## src/rtl/pipe_ctrl_pkg.sv

```systemverilog
// Shared definitions for the pipeline stall/flush sequencer.
package pipe_ctrl_pkg;

   // Sequencer states; the encoding is visible on State_o.
   typedef enum logic [1:0] {
      IDLE     = 2'd0,
      RUN      = 2'd1,
      MEM_WAIT = 2'd2,
      HALT     = 2'd3
   } state_e;

   // x0 is hard-wired to zero, so a load targeting it never creates a hazard.
   localparam logic [4:0] REG_ZERO = 5'd0;

endpackage

```

## src/rtl/hazard_sat_counter.sv

```systemverilog
// Saturating event counter: counts cycles with inc_i high and sticks at all-ones.
module hazard_sat_counter #(
   parameter int W = 32
) (
   input  logic         clk_i,
   input  logic         rst_i,
   input  logic         inc_i,
   output logic [W-1:0] cnt_o
);

   logic [W-1:0] cnt_q;

   // Count up on each qualifying cycle, never wrapping past all-ones.
   always_ff @(posedge clk_i or negedge rst_i) begin
      if (!rst_i) begin
         cnt_q <= '0;
      end else if (inc_i && (cnt_q != '1)) begin
         cnt_q <= cnt_q + 1'b1;
      end
   end

   assign cnt_o = cnt_q;

endmodule

```

## src/rtl/pipeline_hazard_ctrl.sv

```systemverilog
// Stall/flush sequencer for the 5-stage pipeline: load-use bubbles, cache-miss
// freezes, branch flushes, memory-hang timeout and performance counters.
module pipeline_hazard_ctrl
   import pipe_ctrl_pkg::*;
#(
   parameter int CNT_W       = 32,
   parameter int MEM_TIMEOUT = 255
) (
   input  logic             clk_i,
   input  logic             rst_i,
   input  logic             start_i,
   input  logic [4:0]       ID_RS1_i,
   input  logic [4:0]       ID_RS2_i,
   input  logic             ID_UseRS1_i,
   input  logic             ID_UseRS2_i,
   input  logic             EX_MemRead_i,
   input  logic [4:0]       EX_Rd_i,
   input  logic             ID_Branch_Taken_i,
   input  logic             MEM_Stall_i,
   output logic             PC_Write_o,
   output logic             IF_ID_Write_o,
   output logic             IF_ID_Flush_o,
   output logic             ID_EX_Bubble_o,
   output logic             Pipe_Freeze_o,
   output logic [1:0]       State_o,
   output logic             Timeout_o,
   output logic [CNT_W-1:0] Stall_Cnt_o,
   output logic [CNT_W-1:0] LoadUse_Cnt_o,
   output logic [CNT_W-1:0] Flush_Cnt_o
);

   // A timeout of 0 still needs a 1-bit wait counter.
   localparam int WAIT_W  = (MEM_TIMEOUT < 1) ? 1 : $clog2(MEM_TIMEOUT + 1);
   // With a timeout of one cycle the very first stall cycle already expires it.
   localparam bit TMO_ONE = (MEM_TIMEOUT == 1);

   state_e            state_q, state_d;
   logic [WAIT_W-1:0] wait_cnt_q, wait_cnt_d;
   logic              timeout_q, timeout_d;

   logic              load_use;
   logic [31:0]       wait_nxt_ext;
   logic              wait_hit;

   logic              pc_write, ifid_write, ifid_flush, idex_bubble, freeze;

   // Forwarding cannot help when the loaded value is consumed right behind the load.
   assign load_use = EX_MemRead_i && (EX_Rd_i != REG_ZERO) &&
                     ((ID_UseRS1_i && (ID_RS1_i == EX_Rd_i)) ||
                      (ID_UseRS2_i && (ID_RS2_i == EX_Rd_i)));

   // This stall cycle would be the MEM_TIMEOUT-th consecutive one.
   assign wait_nxt_ext = 32'(wait_cnt_q) + 32'd1;
   assign wait_hit     = (MEM_TIMEOUT != 0) && (wait_nxt_ext == 32'(MEM_TIMEOUT));

   // Mealy control outputs; priority is cache stall > load-use > branch > normal.
   always_comb begin
      pc_write    = 1'b0;
      ifid_write  = 1'b0;
      ifid_flush  = 1'b0;
      idex_bubble = 1'b0;
      freeze      = 1'b0;
      case (state_q)
         RUN, MEM_WAIT: begin
            if (MEM_Stall_i) begin
               freeze = 1'b1;
            end else if (load_use) begin
               // Any simultaneous taken branch is re-resolved once the bubble clears.
               idex_bubble = 1'b1;
            end else if (ID_Branch_Taken_i) begin
               pc_write   = 1'b1;
               ifid_write = 1'b1;
               ifid_flush = 1'b1;
            end else begin
               pc_write   = 1'b1;
               ifid_write = 1'b1;
            end
         end
         HALT: begin
            freeze = 1'b1;
         end
         default: begin
         end
      endcase
   end

   // Next-state, wait-counter and timeout-flag logic.
   always_comb begin
      state_d    = state_q;
      wait_cnt_d = wait_cnt_q;
      timeout_d  = timeout_q;
      case (state_q)
         IDLE: begin
            if (start_i) state_d = RUN;
         end
         RUN: begin
            if (MEM_Stall_i) begin
               if (TMO_ONE) begin
                  state_d   = HALT;
                  timeout_d = 1'b1;
               end else begin
                  state_d    = MEM_WAIT;
                  wait_cnt_d = WAIT_W'(1);
               end
            end
         end
         MEM_WAIT: begin
            if (MEM_Stall_i) begin
               if (wait_hit) begin
                  state_d   = HALT;
                  timeout_d = 1'b1;
               end else begin
                  wait_cnt_d = wait_cnt_q + 1'b1;
               end
            end else begin
               state_d    = RUN;
               wait_cnt_d = '0;
            end
         end
         default: begin
         end
      endcase
   end

   // Sequencer state registers; HALT is only left through reset.
   always_ff @(posedge clk_i or negedge rst_i) begin
      if (!rst_i) begin
         state_q    <= IDLE;
         wait_cnt_q <= '0;
         timeout_q  <= 1'b0;
      end else begin
         state_q    <= state_d;
         wait_cnt_q <= wait_cnt_d;
         timeout_q  <= timeout_d;
      end
   end

   assign PC_Write_o     = pc_write;
   assign IF_ID_Write_o  = ifid_write;
   assign IF_ID_Flush_o  = ifid_flush;
   assign ID_EX_Bubble_o = idex_bubble;
   assign Pipe_Freeze_o  = freeze;
   assign State_o        = state_q;
   assign Timeout_o      = timeout_q;

   hazard_sat_counter #(.W(CNT_W)) u_stall_cnt (
      .clk_i (clk_i),
      .rst_i (rst_i),
      .inc_i (freeze),
      .cnt_o (Stall_Cnt_o)
   );

   hazard_sat_counter #(.W(CNT_W)) u_loaduse_cnt (
      .clk_i (clk_i),
      .rst_i (rst_i),
      .inc_i (idex_bubble),
      .cnt_o (LoadUse_Cnt_o)
   );

   hazard_sat_counter #(.W(CNT_W)) u_flush_cnt (
      .clk_i (clk_i),
      .rst_i (rst_i),
      .inc_i (ifid_flush),
      .cnt_o (Flush_Cnt_o)
   );

endmodule
```

## config.mk

```make
export PLATFORM = sky130hd
export DESIGN_NAME = pipeline_hazard_ctrl
export DESIGN_NICKNAME = d
export VERILOG_FILES = /design/src/rtl/pipe_ctrl_pkg.sv /design/src/rtl/hazard_sat_counter.sv /design/src/rtl/pipeline_hazard_ctrl.sv
export SDC_FILE = /design/constraint.sdc
export NUM_CORES = 1
export LEC_CHECK = 0
export ABC_AREA = 1
export BUFFER_PORTS_ARGS = -buffer_cell sky130_fd_sc_hd__buf_4
export CORE_MARGIN = 1
export CORE_UTILIZATION = 40
export CTS_CLUSTER_DIAMETER = 50
export DETAILED_ROUTE_END_ITERATION = 6
export GPL_TIMING_DRIVEN = 0
export SETUP_SLACK_MARGIN = 0.15
export SLEW_MARGIN = 20
export SYNTH_ARGS = -nofsm -noshare
export SYNTH_HDL_FRONTEND = slang
export SYNTH_SLANG_ARGS = --single-unit
```

## constraint.sdc

```tcl
create_clock -name clk_i -period 4.67 [get_ports clk_i]
set_clock_uncertainty 0.05 [all_clocks]
set_input_delay 0.7005 -clock clk_i [delete_from_list [all_inputs] [get_ports clk_i]]
set_output_delay 0.7005 -clock clk_i [all_outputs]
set_load 0.02 [all_outputs]
```

==> run metrics <==
run status=complete, no violations; maximum clock frequency=291 MHz; htree depth=3; Clock Latency Late Sink=0.37 ns; Slew @ Worst Pin=0.502 ns; cell with the most instances after synthesis=nand2_1; Crit path top cell by count=inv_1; Top Ports=127; initial DRC count=462; setup bufs post-CTS=0; Reg2Reg Depth=9; Final Hold Viols=0; Worst setup EP type=primary output; row count=50; Tcrit/Tclk final=0.736; startpoint types=register; Synth Instances=1121; remaining antenna violation count=0; crit-path leading delay family=buffers and inverters; ys async rst share=1.00; CP required=3.92 ns; Max-cap violations=0; Synth area leaders=dfrtp_1 35%, nand2_1 22%, nor2_1 6.9%, xor2_1 6.9%, inv_1 4.3%; Mapped Nets=1154; Synth Area per Inst=6.81 sq um; critical-path cell list=inv_1, ha_1, inv_1, nor2_1, inv_1, a21oi_2, buf_2, buf_4, buf_4; Final Setup Violations=0; Crit-path slowest cell=dfrtp_1; Final Net Count=1291; final wirelength=21000 um; WL/cell=14.1 um; core outline area=18700 sq um; CP max stage delay=0.46 ns; HP Class=in -> async; CTS buffer count=9; Die ar.=19600 sq um; vias in the first global route=6890; cell taking the most area after synthesis=dfrtp_1; Max VDD drop=0.000226 V; post-synthesis cell area=7630 sq um; #FFs+latches synth=107; layout cells sized above 1=0.173; worst reg2reg path startpoint=State_o[0]$_DFFE_PN0P_; Multi-input gate area=4350 sq um; Routability Congestion=0.909; Fin Hold WS=0.196 ns; CP Class=reg -> out; worst setup margin=1.23 ns; Placement Setup Slack=1.64 ns; Syn-to-layout area delta=20.8%; maximum buffer depth of the clock tree=2; power density cells=341 nW/um^2; die width=140 um; Yosys Warn Count=0; RR Endpoint=u_flush_cnt.cnt_o[14]$_DFFE_PN0P_; Pre-antenna DRT Iters=5; flop2flop setup slack=2.19 ns; antenna diode count=0; DP HPWL=16300 um; number of synthesized flops with an enable pin=0; total power=3.15 mW; CTS tree=built; Max Slew Vio Count=0; critical path arrival=2.69 ns; Rel. slew slack=0.665; register area=2680 sq um; gr usage total=0.224; RSZ-0062 raised after global routing=false; Lkg Pwr=4.60 nW; Residual DRC=0; fillers=1908; cell at the root of the clock tree=clkbuf_16; PortBufs=125; GRT overflow=0; setup TNS=0 ns; Die H=140 um; cts repair resizes=0; top_reg_cell synth=dfrtp_1; initial core utilization=0.408; most frequent cells after synthesis=448 x nand2_1, 141 x nor2_1, 107 x dfrtp_1; largest net degree at the start of global routing=66; initial antenna violation count=0; Synth top area share=0.351; register area share after synthesis=0.351; DR vias/cell=4.94; worst path buffer plus inverter count=6; CP max FO=11; first-pass GRT wire length=35100 um; Clock Pin Slew Worst Setup and Hold Paths=0.08 ns; synth unique cells=38; Vias=7392; # clock sinks=107; hold_buf cts=0; crit path time final=3.44 ns
==> state kept, by name (all words and copies together) (netlist names) <==
register / flops
State_o: 2
u_loaduse_cnt.cnt_o: 32
u_stall_cnt.cnt_o: 32
wait_cnt_q: 8
u_flush_cnt.cnt_o: 32
Timeout_o: 1
==> worst register-to-register path: stages, from the launching register on <==
cell and delay (ns):
dfrtp_1 0.46, inv_1 0.10, ha_1 0.39, inv_1 0.08, nor2_1 0.31, inv_1 0.10, a21oi_2 0.30, clkbuf_1 0.40
nand4_1 0.15, nand2_1 0.10
==> stage by stage <==
stage                      util  instance area, sq um  instances
after global routing      0.493                  9220       1497
after floorplan               -                  7630       1121
after detailed placement  0.475                  8890       1481
final                     0.493                  9220       1497
after global placement    0.474                  8860       1480
after CTS                 0.493                  9220       1497
==> kinds of logic (layout without fill, tap and decap cells) <==
group                    count (synthesis)  count (layout)  share of synthesized area
flip-flops                             107             107                      0.351
XOR/XNOR                                71              71                     0.0815
buffers and inverters                  127             269                     0.0782
adder cells (fa/ha/maj)                 10              10                     0.0164
AO/OA/AOI/OAI                           59              59                     0.0464
AND/OR/NAND/NOR                        747             747                      0.426
==> power breakdown <==
part,switching [mW],internal [mW]
registers,0.142,1.03
clock network,0.374,0.476
logic,0.710,0.411
==> layout by cell type (no fill, tap or decap), drive strengths merged <==
cell,n
nand2,460
nor2,151
buf,149
dfrtp,107
inv,97
xor2,60
o21ai,53
nand4,51
nor3,34
nand3,29
clkbuf,19
nand3b,18
xnor2,11
ha,10
a21oi,5
clkinv,3
and3,1
or2,1
a211oi,1
nor4,1
nor3b,1
bufinv,1
==> metal layers <==
layer,vias to the layer above,track usage,wire (um)
met5,-,0,0
met2,182,0.358,9500
met3,23,0.0280,911
li1,3821,-,-
met4,0,0.0758,385
met1,3366,0.312,10200
==> worst max path at each step <==
stage | startpoint | endpoint | slack, ns | cells after the start
3_3_place_gp | State_o[0]$_DFFE_PN0P_ | PC_Write_o | 1.66 | 9
4_1_cts | State_o[0]$_DFFE_PN0P_ | PC_Write_o | 1.21 | 9
2_1_floorplan | State_o[0]$_DFFE_PN0P_ | PC_Write_o | 2.01 | 8
6_report | State_o[0]$_DFFE_PN0P_ | PC_Write_o | 1.23 | 9
5_1_grt | State_o[0]$_DFFE_PN0P_ | PC_Write_o | 1.13 | 9
3_5_place_dp | State_o[0]$_DFFE_PN0P_ | PC_Write_o | 1.64 | 9
==> cell type report <==
class	instances	area share
inverter	98	0.0402
clock inverter	3	0.00475
buffer	29	0.0246
multi-input combinational	887	0.473
tap	234	0.0318
sequential	107	0.291
timing repair buffer	126	0.105
clock buffer	13	0.0304
(Power assumes the default switching activity.)
